`src/rtl/sram_access_scheduler_pkg.sv`:
```
// Shared parameters, types and state encodings for the SRAM access scheduler.
package sram_access_scheduler_pkg;

  localparam int unsigned WORD_W   = 256;  // SRAM word width
  localparam int unsigned ADDR_W   = 10;   // SRAM address width
  localparam int unsigned DEPTH    = 1024; // SRAM entries, 2**ADDR_W
  localparam int unsigned WQ_DEPTH = 4;    // PE write-back holding queue entries

  typedef logic [WORD_W-1:0] word_t;
  typedef logic [ADDR_W-1:0] addr_t;
  typedef logic [ADDR_W:0]   cnt_t;

  localparam cnt_t FullCnt = cnt_t'(DEPTH);

  // Scheduler states (legacy-compatible constant encoding)
  localparam logic [1:0] StIdle = 2'd0;
  localparam logic [1:0] StLoad = 2'd1;
  localparam logic [1:0] StRun  = 2'd2;

endpackage

```
`src/rtl/sram_access_scheduler_if.sv`:
```
// Bus bundle between the scheduler and its environment (control, loader, PE array, SRAM macro).
// slave  : scheduler side (i_* inputs, o_* outputs)
// master : environment side (drives i_*, observes o_*)
interface sram_access_scheduler_if;
  import sram_access_scheduler_pkg::*;

  // control / status
  logic  i_init;
  logic  o_busy;
  cnt_t  o_count;
  logic  o_err_ovf;
  // loader stream
  logic  i_ld_valid;
  word_t i_ld_data;
  logic  i_ld_last;
  logic  o_ld_ready;
  // PE read stream
  logic  i_pe_rd_req;
  word_t o_pe_rd_data;
  logic  o_pe_rd_valid;
  // PE write-back stream
  logic  i_pe_wr_valid;
  word_t i_pe_wr_data;
  logic  o_pe_wr_ready;
  // SRAM macro
  logic  o_sram_cen;
  logic  o_sram_wen;
  addr_t o_sram_a;
  word_t o_sram_d;
  word_t i_sram_q;

  modport slave (
    input  i_init, i_ld_valid, i_ld_data, i_ld_last, i_pe_rd_req, i_pe_wr_valid, i_pe_wr_data,
           i_sram_q,
    output o_busy, o_count, o_err_ovf, o_ld_ready, o_pe_rd_data, o_pe_rd_valid, o_pe_wr_ready,
           o_sram_cen, o_sram_wen, o_sram_a, o_sram_d
  );

  modport master (
    output i_init, i_ld_valid, i_ld_data, i_ld_last, i_pe_rd_req, i_pe_wr_valid, i_pe_wr_data,
           i_sram_q,
    input  o_busy, o_count, o_err_ovf, o_ld_ready, o_pe_rd_data, o_pe_rd_valid, o_pe_wr_ready,
           o_sram_cen, o_sram_wen, o_sram_a, o_sram_d
  );

endinterface

```
`src/rtl/sas_write_queue.sv`:
```
// Small synchronous FIFO holding PE write-back words until the SRAM port is free.
// Ports: clk/rst_n, flush_i (synchronous clear), push_i/data_i, pop_i, data_o (head word),
//        full_o, empty_o. Depth must be a power of 2, at least 2.
module sas_write_queue #(
  parameter int unsigned Width = 256,
  parameter int unsigned Depth = 4
) (
  input  logic             clk,
  input  logic             rst_n,
  input  logic             flush_i,
  input  logic             push_i,
  input  logic [Width-1:0] data_i,
  input  logic             pop_i,
  output logic [Width-1:0] data_o,
  output logic             full_o,
  output logic             empty_o
);

  localparam int unsigned PtrW = $clog2(Depth);

  // Extra MSB on each pointer distinguishes full from empty
  logic [PtrW:0]      wr_ptr_q, rd_ptr_q;
  logic [Width-1:0]   mem_q [Depth];
  logic [PtrW:0]      ptr_one;

  assign ptr_one = {{PtrW{1'b0}}, 1'b1};

  always_ff @(posedge clk or negedge rst_n) begin
    if (!rst_n) begin
      wr_ptr_q <= '0;
      rd_ptr_q <= '0;
    end else if (flush_i) begin
      wr_ptr_q <= '0;
      rd_ptr_q <= '0;
    end else begin
      if (push_i) wr_ptr_q <= wr_ptr_q + ptr_one;
      if (pop_i)  rd_ptr_q <= rd_ptr_q + ptr_one;
    end
  end

  always_ff @(posedge clk) begin
    if (push_i) mem_q[wr_ptr_q[PtrW-1:0]] <= data_i;
  end

  assign data_o  = mem_q[rd_ptr_q[PtrW-1:0]];
  assign empty_o = (wr_ptr_q == rd_ptr_q);
  assign full_o  = (wr_ptr_q[PtrW] != rd_ptr_q[PtrW]) &&
                   (wr_ptr_q[PtrW-1:0] == rd_ptr_q[PtrW-1:0]);

endmodule

```
`src/rtl/sram_access_scheduler.sv`:
```
// Time-multiplexes one single-port SRAM between the T-sequence loader, PE reads and PE
// write-backs. The SRAM holds a circular word queue: loads and write-backs push at the tail,
// PE reads pop from the head. All SRAM pins are registered; at most one access per cycle.
// Ports: clk, rst_n (async active-low), bus (slave modport: init, loader, PE read/write
//        streams, SRAM macro pins, busy/count/overflow status).
module sram_access_scheduler
  import sram_access_scheduler_pkg::*;
(
  input logic                     clk,
  input logic                     rst_n,
  sram_access_scheduler_if.slave  bus
);

  logic [1:0] state_q, state_d;
  addr_t      head_q, head_d, tail_q, tail_d;
  cnt_t       count_q, count_d;
  logic       rd_pend_q, rd_pend_d;
  logic       rd_issue_q, rd_issue_d;
  logic       rd_valid_q, rd_valid_d;
  word_t      rd_data_q;
  logic       err_q, err_d;
  logic       cen_q, cen_d, wen_q, wen_d;
  addr_t      a_q, a_d;
  word_t      d_q, d_d;

  logic       ld_ready, wr_ready, rd_want, drain;
  logic       wq_push, wq_pop, wq_full, wq_empty;
  word_t      wq_data;

  assign ld_ready = (state_q == StLoad) && (count_q != FullCnt) && !bus.i_init;
  assign wr_ready = (state_q != StLoad) && !wq_full && !bus.i_init;
  assign wq_push  = bus.i_pe_wr_valid && wr_ready;
  // A fresh request can issue in the same cycle it arrives
  assign rd_want  = rd_pend_q || bus.i_pe_rd_req;

  sas_write_queue #(
    .Width (WORD_W),
    .Depth (WQ_DEPTH)
  ) u_wq (
    .clk     (clk),
    .rst_n   (rst_n),
    .flush_i (bus.i_init),
    .push_i  (wq_push),
    .data_i  (bus.i_pe_wr_data),
    .pop_i   (wq_pop),
    .data_o  (wq_data),
    .full_o  (wq_full),
    .empty_o (wq_empty)
  );

  always_comb begin
    state_d    = state_q;
    head_d     = head_q;
    tail_d     = tail_q;
    count_d    = count_q;
    rd_pend_d  = rd_pend_q;
    rd_issue_d = 1'b0;
    err_d      = err_q;
    cen_d      = 1'b1;
    wen_d      = 1'b1;
    a_d        = a_q;
    d_d        = d_q;
    wq_pop     = 1'b0;
    drain      = 1'b0;

    if (bus.i_init) begin
      state_d   = StLoad;
      head_d    = '0;
      tail_d    = '0;
      count_d   = '0;
      rd_pend_d = 1'b0;
      err_d     = 1'b0;
    end else begin
      case (state_q)
        StIdle: state_d = StRun;
        StLoad: begin
          if (bus.i_ld_valid && ld_ready) begin
            cen_d   = 1'b0;
            wen_d   = 1'b0;
            a_d     = tail_q;
            d_d     = bus.i_ld_data;
            tail_d  = tail_q + addr_t'(1);
            count_d = count_q + cnt_t'(1);
            if (bus.i_ld_last) state_d = StRun;
          end
        end
        StRun: begin
          rd_pend_d = rd_want;
          // A full write queue would stall the PE, so it beats a pending read
          if (wq_full) begin
            drain = 1'b1;
          end else if (rd_want && (count_q != '0)) begin
            cen_d      = 1'b0;
            a_d        = head_q;
            head_d     = head_q + addr_t'(1);
            count_d    = count_q - cnt_t'(1);
            rd_issue_d = 1'b1;
            rd_pend_d  = 1'b0;
          end else if (!wq_empty) begin
            drain = 1'b1;
          end

          if (drain) begin
            wq_pop = 1'b1;
            // With the SRAM queue full the word is dropped and the overflow flag latches
            if (count_q == FullCnt) begin
              err_d = 1'b1;
            end else begin
              cen_d   = 1'b0;
              wen_d   = 1'b0;
              a_d     = tail_q;
              d_d     = wq_data;
              tail_d  = tail_q + addr_t'(1);
              count_d = count_q + cnt_t'(1);
            end
          end
        end
        default: state_d = StIdle;
      endcase
    end

    rd_valid_d = rd_issue_q && !bus.i_init;
  end

  always_ff @(posedge clk or negedge rst_n) begin
    if (!rst_n) begin
      state_q    <= StIdle;
      head_q     <= '0;
      tail_q     <= '0;
      count_q    <= '0;
      rd_pend_q  <= 1'b0;
      rd_issue_q <= 1'b0;
      rd_valid_q <= 1'b0;
      rd_data_q  <= '0;
      err_q      <= 1'b0;
      cen_q      <= 1'b1;
      wen_q      <= 1'b1;
      a_q        <= '0;
      d_q        <= '0;
    end else begin
      state_q    <= state_d;
      head_q     <= head_d;
      tail_q     <= tail_d;
      count_q    <= count_d;
      rd_pend_q  <= rd_pend_d;
      rd_issue_q <= rd_issue_d;
      rd_valid_q <= rd_valid_d;
      if (rd_valid_q) rd_data_q <= bus.i_sram_q;
      err_q      <= err_d;
      cen_q      <= cen_d;
      wen_q      <= wen_d;
      a_q        <= a_d;
      d_q        <= d_d;
    end
  end

  // SRAM data is valid in the strobe cycle; afterwards the captured copy is held
  assign bus.o_pe_rd_data  = rd_valid_q ? bus.i_sram_q : rd_data_q;
  assign bus.o_pe_rd_valid = rd_valid_q;
  assign bus.o_ld_ready    = ld_ready;
  assign bus.o_pe_wr_ready = wr_ready;
  assign bus.o_busy        = (state_q == StLoad);
  assign bus.o_count       = count_q;
  assign bus.o_err_ovf     = err_q;
  assign bus.o_sram_cen    = cen_q;
  assign bus.o_sram_wen    = wen_q;
  assign bus.o_sram_a      = a_q;
  assign bus.o_sram_d      = d_q;

endmodule

```
`src/flat_wrapper.sv`:
```
// flat-port wrapper written by rule: the top's interface ports become plain ports
module sram_access_scheduler_flat import sram_access_scheduler_pkg::*;
  (clk, rst_n, bus_i_init, bus_i_ld_valid, bus_i_ld_data, bus_i_ld_last, bus_i_pe_rd_req, bus_i_pe_wr_valid, bus_i_pe_wr_data, bus_i_sram_q, bus_o_busy, bus_o_count, bus_o_err_ovf, bus_o_ld_ready, bus_o_pe_rd_data, bus_o_pe_rd_valid, bus_o_pe_wr_ready, bus_o_sram_cen, bus_o_sram_wen, bus_o_sram_a, bus_o_sram_d);
  sram_access_scheduler_if bus_i ();
  input logic clk;
  input logic rst_n;
  input wire logic [$bits(bus_i.i_init)-1:0] bus_i_init;
  input wire logic [$bits(bus_i.i_ld_valid)-1:0] bus_i_ld_valid;
  input wire logic [$bits(bus_i.i_ld_data)-1:0] bus_i_ld_data;
  input wire logic [$bits(bus_i.i_ld_last)-1:0] bus_i_ld_last;
  input wire logic [$bits(bus_i.i_pe_rd_req)-1:0] bus_i_pe_rd_req;
  input wire logic [$bits(bus_i.i_pe_wr_valid)-1:0] bus_i_pe_wr_valid;
  input wire logic [$bits(bus_i.i_pe_wr_data)-1:0] bus_i_pe_wr_data;
  input wire logic [$bits(bus_i.i_sram_q)-1:0] bus_i_sram_q;
  output wire logic [$bits(bus_i.o_busy)-1:0] bus_o_busy;
  output wire logic [$bits(bus_i.o_count)-1:0] bus_o_count;
  output wire logic [$bits(bus_i.o_err_ovf)-1:0] bus_o_err_ovf;
  output wire logic [$bits(bus_i.o_ld_ready)-1:0] bus_o_ld_ready;
  output wire logic [$bits(bus_i.o_pe_rd_data)-1:0] bus_o_pe_rd_data;
  output wire logic [$bits(bus_i.o_pe_rd_valid)-1:0] bus_o_pe_rd_valid;
  output wire logic [$bits(bus_i.o_pe_wr_ready)-1:0] bus_o_pe_wr_ready;
  output wire logic [$bits(bus_i.o_sram_cen)-1:0] bus_o_sram_cen;
  output wire logic [$bits(bus_i.o_sram_wen)-1:0] bus_o_sram_wen;
  output wire logic [$bits(bus_i.o_sram_a)-1:0] bus_o_sram_a;
  output wire logic [$bits(bus_i.o_sram_d)-1:0] bus_o_sram_d;
  assign bus_i.i_init = bus_i_init;
  assign bus_i.i_ld_valid = bus_i_ld_valid;
  assign bus_i.i_ld_data = bus_i_ld_data;
  assign bus_i.i_ld_last = bus_i_ld_last;
  assign bus_i.i_pe_rd_req = bus_i_pe_rd_req;
  assign bus_i.i_pe_wr_valid = bus_i_pe_wr_valid;
  assign bus_i.i_pe_wr_data = bus_i_pe_wr_data;
  assign bus_i.i_sram_q = bus_i_sram_q;
  assign bus_o_busy = bus_i.o_busy;
  assign bus_o_count = bus_i.o_count;
  assign bus_o_err_ovf = bus_i.o_err_ovf;
  assign bus_o_ld_ready = bus_i.o_ld_ready;
  assign bus_o_pe_rd_data = bus_i.o_pe_rd_data;
  assign bus_o_pe_rd_valid = bus_i.o_pe_rd_valid;
  assign bus_o_pe_wr_ready = bus_i.o_pe_wr_ready;
  assign bus_o_sram_cen = bus_i.o_sram_cen;
  assign bus_o_sram_wen = bus_i.o_sram_wen;
  assign bus_o_sram_a = bus_i.o_sram_a;
  assign bus_o_sram_d = bus_i.o_sram_d;
  sram_access_scheduler u_core (.clk(clk), .rst_n(rst_n), .bus(bus_i));
endmodule
```
`config.mk`:
```
export PLATFORM = sky130hd
export DESIGN_NAME = sram_access_scheduler_flat
export DESIGN_NICKNAME = d
export VERILOG_FILES = /design/src/rtl/sram_access_scheduler_pkg.sv /design/src/rtl/sram_access_scheduler_if.sv /design/src/rtl/sas_write_queue.sv /design/src/rtl/sram_access_scheduler.sv /design/src/flat_wrapper.sv
export SDC_FILE = /design/constraint.sdc
export NUM_CORES = 2
export LEC_CHECK = 0
export ABC_CLOCK_PERIOD_IN_PS = 8570
export BUFFER_PORTS_ARGS = -buffer_cell sky130_fd_sc_hd__buf_2
export CAP_MARGIN = 20
export CORE_AREA = 2 2 507 509
export DETAILED_ROUTE_END_ITERATION = 6
export DIE_AREA = 0 0 509 511
export SLEW_MARGIN = 20
export SYNTH_ARGS = -nofsm -noshare
export SYNTH_HDL_FRONTEND = slang
export SYNTH_SLANG_ARGS = --single-unit
```
`constraint.sdc`:
```
create_clock -name clk -period 8.57 [get_ports clk]
set_input_delay 2.1425 -clock clk [delete_from_list [all_inputs] [get_ports clk]]
set_output_delay 2.1425 -clock clk [all_outputs]
set_load 0.01 [all_outputs]
```
# Yosys cells after proc, flatten, opt, wreduce, memory -nomap -nowiden
# Memory sizes are Yosys's and may differ from the RTL's.
# Cells that the tools add are included.
# Widths: inputs -> output; s select.
# classes
addsub,6
n_eq_ne,17
muxes,68
n_bitwise,1
reduce_logical,29
# op_table
cell,count
$mux 256,4
$pmux 256 s2,1
$mux 10,13
$mux 11,6
$pmux 10 s2,2
$mux 1,31
$pmux 11 s2,1
$add 10x1->10 const B,2
$reduce_bool 2->1,7
$mux 3,4
$reduce_and 3->1,4
$add 11x1->11 const B,1
$eq 11x11->1 const B,1
$ne 11x11->1 const B,1
$reduce_bool 11->1,1
$sub 11x1->11 const B,1
$logic_and 1x1->1,9
$add 3x1->3 const B,2
$mux 2,3
$ne 2x1->1 const B,3
$ne 2x2->1 const B,3
$ne 3x2->1 const B,2
$ne 3x3->1 const B,2
$pmux 2 s3,1
other kinds (14),16
# totals
reg_bits,567
ramBits,1024
in_bits,775
output_inout_bits,540
memories,1
# mem_list
memory,depth,width,read_ports,rd_ports_with_merged_regs,write_ports,line,rtl
u_core.u_wq.mem_q,4,256,1,0,1,sas_write_queue.sv:23,logic [Width-1:0] mem_q [Depth];

# Longest topological paths before layout
# depth
word_depth,11
depth_mapped,11
ltp_nobuf,8

# Cells and area by module
# Synthesis repeated with hierarchy kept, for this count alone.
# unflattened
cells_unflattened,3337
area_unflattened_um2,61166.2
# modules_own_cells
module,n_inst,cells_each,area_each_um2,seq_area_each_um2
sas_write_queue,1,1375,37350.8,30899.6
sram_access_scheduler,1,1962,23815.3,14041.0

# Worst setup path before layout
# No wires, ideal clock.
# synth_timing
path_type,input -> register
startpoint,input port bus_i_init
endpoint,register u_core.u_wq.wr_ptr_q[2]
setup_time_ns,0.110
arrival_ns,9.501
required_ns,8.460
setup_slack_ns,-1.041
path_stages,4
path_buffers,1
cell_sequence,clkbuf_1 -> nor4b_2 -> and2_1 -> mux2_2
# synth_between
elab_chain_len,4
# synth_lines
item,line,rtl
from (decl),flat_wrapper.sv:7,input wire logic [$bits(bus_i.i_init)-1:0] bus_i_init;
$logic_not 1->1,sram_access_scheduler.sv:31,assign wr_ready = (state_q != StLoad) && !wq_full && !bus.i_init;
$logic_and 1x1->1,sram_access_scheduler.sv:31,
$logic_and 1x1->1,sram_access_scheduler.sv:32,assign wq_push = bus.i_pe_wr_valid && wr_ready;
$reduce_bool 2->1 (no source line),--,
to (signal assigned),sas_write_queue.sv:36,if (push_i) wr_ptr_q <= wr_ptr_q + ptr_one;
to (decl),sas_write_queue.sv:22,"logic [PtrW:0] wr_ptr_q, rd_ptr_q;"
# Several ways; a longest one is shown, not always the timed one.
# A chain may end at the register's enable or synchronous reset.

# Worst setup path after layout
# layout_timing
startpoint,register u_core.rd_valid_q (netlist: u_core.bus.o_pe_rd_valid)
endpoint,output port bus_o_pe_rd_data[56]
# layout_between
elab_chain_len,1
# layout_lines
item,line,rtl
from (decl),sram_access_scheduler.sv:19,"logic rd_valid_q, rd_valid_d;"
from (signal assigned),sram_access_scheduler.sv:147,rd_valid_q <= rd_valid_d;
$mux 256,sram_access_scheduler.sv:158,assign bus.o_pe_rd_data = rd_valid_q ? bus.i_sram_q : rd_data_q;
to (decl),flat_wrapper.sv:19,output wire logic [$bits(bus_i.o_pe_rd_data)-1:0] bus_o_pe_rd_data;
# No other way between the ends.

==> impl_metrics.csv <==
group,metric,value,unit
global_routing,grt_overflow_total,0,
clocking,cts-root-buf,"clkbuf_16",
power,vdd_drop_max,0.000184,V
floorplan,die_area,260000,um2
yosys,ys_warn_count,0,
clocking,path_clk_slew,0.06,ns
drt,drt_iter0_drc,2720,
floorplan,rows,186,
yosys,synth_most_common_cell,"edfxtp_1",
power,seqPwrFrac,43.8,%
placed_design,gp_congestion,0.915,
placed_design,io_buffers,1314,
drt,route.detailed.drc,0,
job,drv_cap,0,
clocking,ctsResizeCount,0,
cells_and_area,utilization,30.5,%
critical_path,cp_slowest_cell,"dfrtp_4",
yosys,syn-num-nets,4144,
drt,routed_via_density,4.34,
clocking,cts_buffers,172,
sta,max_freq,0.178,GHz
global_routing,grt_usage,15.6,%
drt,dr.pass1.iters,5,
power,combPwrFrac,23.0,%
power,pwr_density_cell,292,nW/um2
sta,hold_viol,0,
cells_and_area,drive_above_1_share,44.7,%
power,internal_power,0.0158,W
yosys,yosys.cell_types.count,70,
cells_and_area,final_cell_count_no_fill,8309,
critical_path,critPathKind,"reg2out",
sta,setup_viol,0,
drt,wl_per_cell,25.3,um
floorplan,ios,1315,
sta,fin_crit,5.63,ns
clocking,holdBufCountCts,0,
global_routing,grt_max_degree,180,
sta,grt_setup_unrepaired,"false",
drt,via_count,36034,
yosys,synth_edf_count,1024,
sta,worst_slack,2.94,ns
yosys,yosys-top-cells-count,"edfxtp_1, dfrtp_1, nand2_1",
clocking,cts_tree,"built",
global_routing,grt_antenna_before_repair,151,
run_status,status,"finished clean",
sta,relSlewSlack,22.3,%
sta,fin_crit_sh,65.6,%
clocking,clk_path_buf_depth,3,
drt,postRouteAntennaNets,0,
critical_path,crit_chain,"buf_12 -> mux2_2 -> buf_2",
power,clock_power_share,33.2,%
clocking,cts_setup_buffers,0,
critical_path,worstSetupEndpointType,"output port",
yosys,ys.flop_type,"edfxtp_1",
critical_path,crit_arrival,3.48,ns
power,power.total,0.0228,W
critical_path,cp_slowest_stage_delay,1.00,ns
power,p_sw,0.00697,W
yosys,synth_seq_cells,1591,
yosys,yosysTopAreaCell,"edfxtp_1",
yosys,synth-async-reset-ratio,35.6,%
critical_path,crit_family,"flip-flops",
floorplan,start_util,24.0,%
placed_design,dp_slack,3.03,ns
global_routing,grt_pass1_vias,36696,
sta,setup_tns,0,ns
hold_path,min_path_type,"reg2reg",
yosys,synth.avg_cell_area,18.2,um2
yosys,synthCells,3356,
power,p_sw_share,30.6,%
global_routing,grt_pass1_wl,288,mm
sta,finalClockSkew,0.0645,ns
cells_and_area,finalNetCount,5493,
clocking,clk_latency,0.84,ns
yosys,ys_top_cells_by_area,"edfxtp_1, dfrtp_1, mux4_2",
clocking,clock_sinks,1591,
critical_path,start_kind,"register",
sta,drv_slew,0,
floorplan,core,255000,um2
drt,wirelength,210,mm
yosys,synth-seq-area-share,73.5,%
yosys,synthesis.area,61200,um2
placed_design,dpl.hpwl,156,mm
critical_path,cp_max_fo,149,
placed_design,dpl.cell_count,7915,
critical_path,critPathBufInv,2,
floorplan,die_x,509,um
critical_path,cp_data_required_time,6.43,ns
yosys,synth_top_area_share,50.3,%
cells_and_area,syn2layout_area_growth,27.3,%
floorplan,die_h,511,um
clocking,h-tree-depth,4,
sta,worstMarginPinSlew,1.17,ns
power,leakagePower,30.1,nW
## routing by layer
metal | up-vias | track usage, % | wire [um]
li1 | 15748 | - | -
met1 | 18229 | 17.7 | 78600
met2 | 1458 | 26.7 | 104000
met3 | 475 | 5.31 | 17500
met4 | 124 | 6.33 | 9440
met5 | - | 0 | 758
## power groups by stage
stage               Clock (W)  Combinational, W  Sequential (W)
CTS                   0.00775           0.00536         0.00995
finish                0.00756           0.00524         0.00996
global route          0.00805           0.00554          0.0101
global placement            0           0.00529          0.0101
floorplan                   0           0.00229          0.0103
detailed placement          0           0.00534          0.0101
## path summary, 6_finish.rpt
check	depth (start not counted)	slack, ns	end	startpoint
worst max register to register	5	4.59	u_core.u_wq.mem_q[3][142]	u_core.u_wq.rd_ptr_q[1]
worst min register to register	1	0.47	u_core.bus.o_pe_rd_valid	u_core.rd_issue_q
worst min-delay path	1	0.47	u_core.bus.o_pe_rd_valid	u_core.rd_issue_q
worst max-delay path	3	2.94	bus_o_pe_rd_data[56]	u_core.bus.o_pe_rd_valid
max in group asynchronous	3	5.58	u_core.bus.o_sram_wen	rst_n
min in group asynchronous	1	1.35	u_core.bus.o_sram_d[134]	rst_n
## placed cells by master (no fill, tap or decap), drive strengths merged, types with 3 or more instances in the layout
master,count
buf,1366
edfxtp,1024
dfrtp,565
nand2,291
o21ai,275
mux2i,263
mux2,261
mux4,256
clkbuf,251
diode,72
clkinv,48
nor2,36
a21oi,26
inv,23
nor3,14
bufinv,13
ha,13
nand3,12
xnor2,10
nand4,9
xor2,8
or3,6
o22ai,6
a211oi,6
nor2b,5
and2,5
o31ai,4
and4,3
a21boi,3
and3,3
o211ai,3
nor4,3
a311oi,3
or4,3
## cell type report
cell class                      instances  area [um2]
Clock buffer                          251        4840
Inverter                               15        56.3
Antenna cell                           72         180
Sequential cell                      1591       45000
Fill cell                           25326      177000
Timing Repair Buffer                 1366        7200
Multi-Input combinational cell       1559       15400
Tap cell                             3384        4230
Clock inverter                         71         970
## metrics by stage
stage | hold WS [ns] | area, um2
2_1_floorplan | 0.439 | 61200
3_3_place_gp | 0.451 | 71800
3_5_place_dp | 0.466 | 71800
4_1_cts | 0.474 | 77700
5_1_grt | 0.490 | 77700
6_report | 0.467 | 77800
## state kept, by name (all words and copies together), names as in the netlist
signal,cells
u_core.u_wq.mem_q,1024
u_core.tail_q,10
u_core.rd_data_q,256
u_core.bus.o_sram_a,10
u_core.rd_issue_q,1
u_core.rd_pend_q,1
u_core.bus.o_pe_rd_valid,1
u_core.bus.o_sram_wen,1
u_core.bus.o_count,11
u_core.head_q,10
u_core.state_q,2
u_core.u_wq.rd_ptr_q,3
u_core.bus.o_sram_d,256
u_core.u_wq.wr_ptr_q,3
u_core.bus.o_sram_cen,1
u_core.bus.o_err_ovf,1
## cells by family (layout without fill, tap and decap cells)
| kind of cell | count (synthesis) | count (layout) | synth area share, % |
|---|---|---|---|
| fa+ha+maj | 13 | 13 | 0.266 |
| flops | 1591 | 1591 | 73.5 |
| other cells | 0 | 72 | 0 |
| simple gates | 399 | 399 | 2.85 |
| buf+inv | 206 | 1703 | 1.38 |
| xor+xnor | 18 | 18 | 0.258 |
| mux | 780 | 780 | 18.5 |
| compound gates | 349 | 349 | 3.21 |
Note: power is estimated with default switching activity, not from simulation.
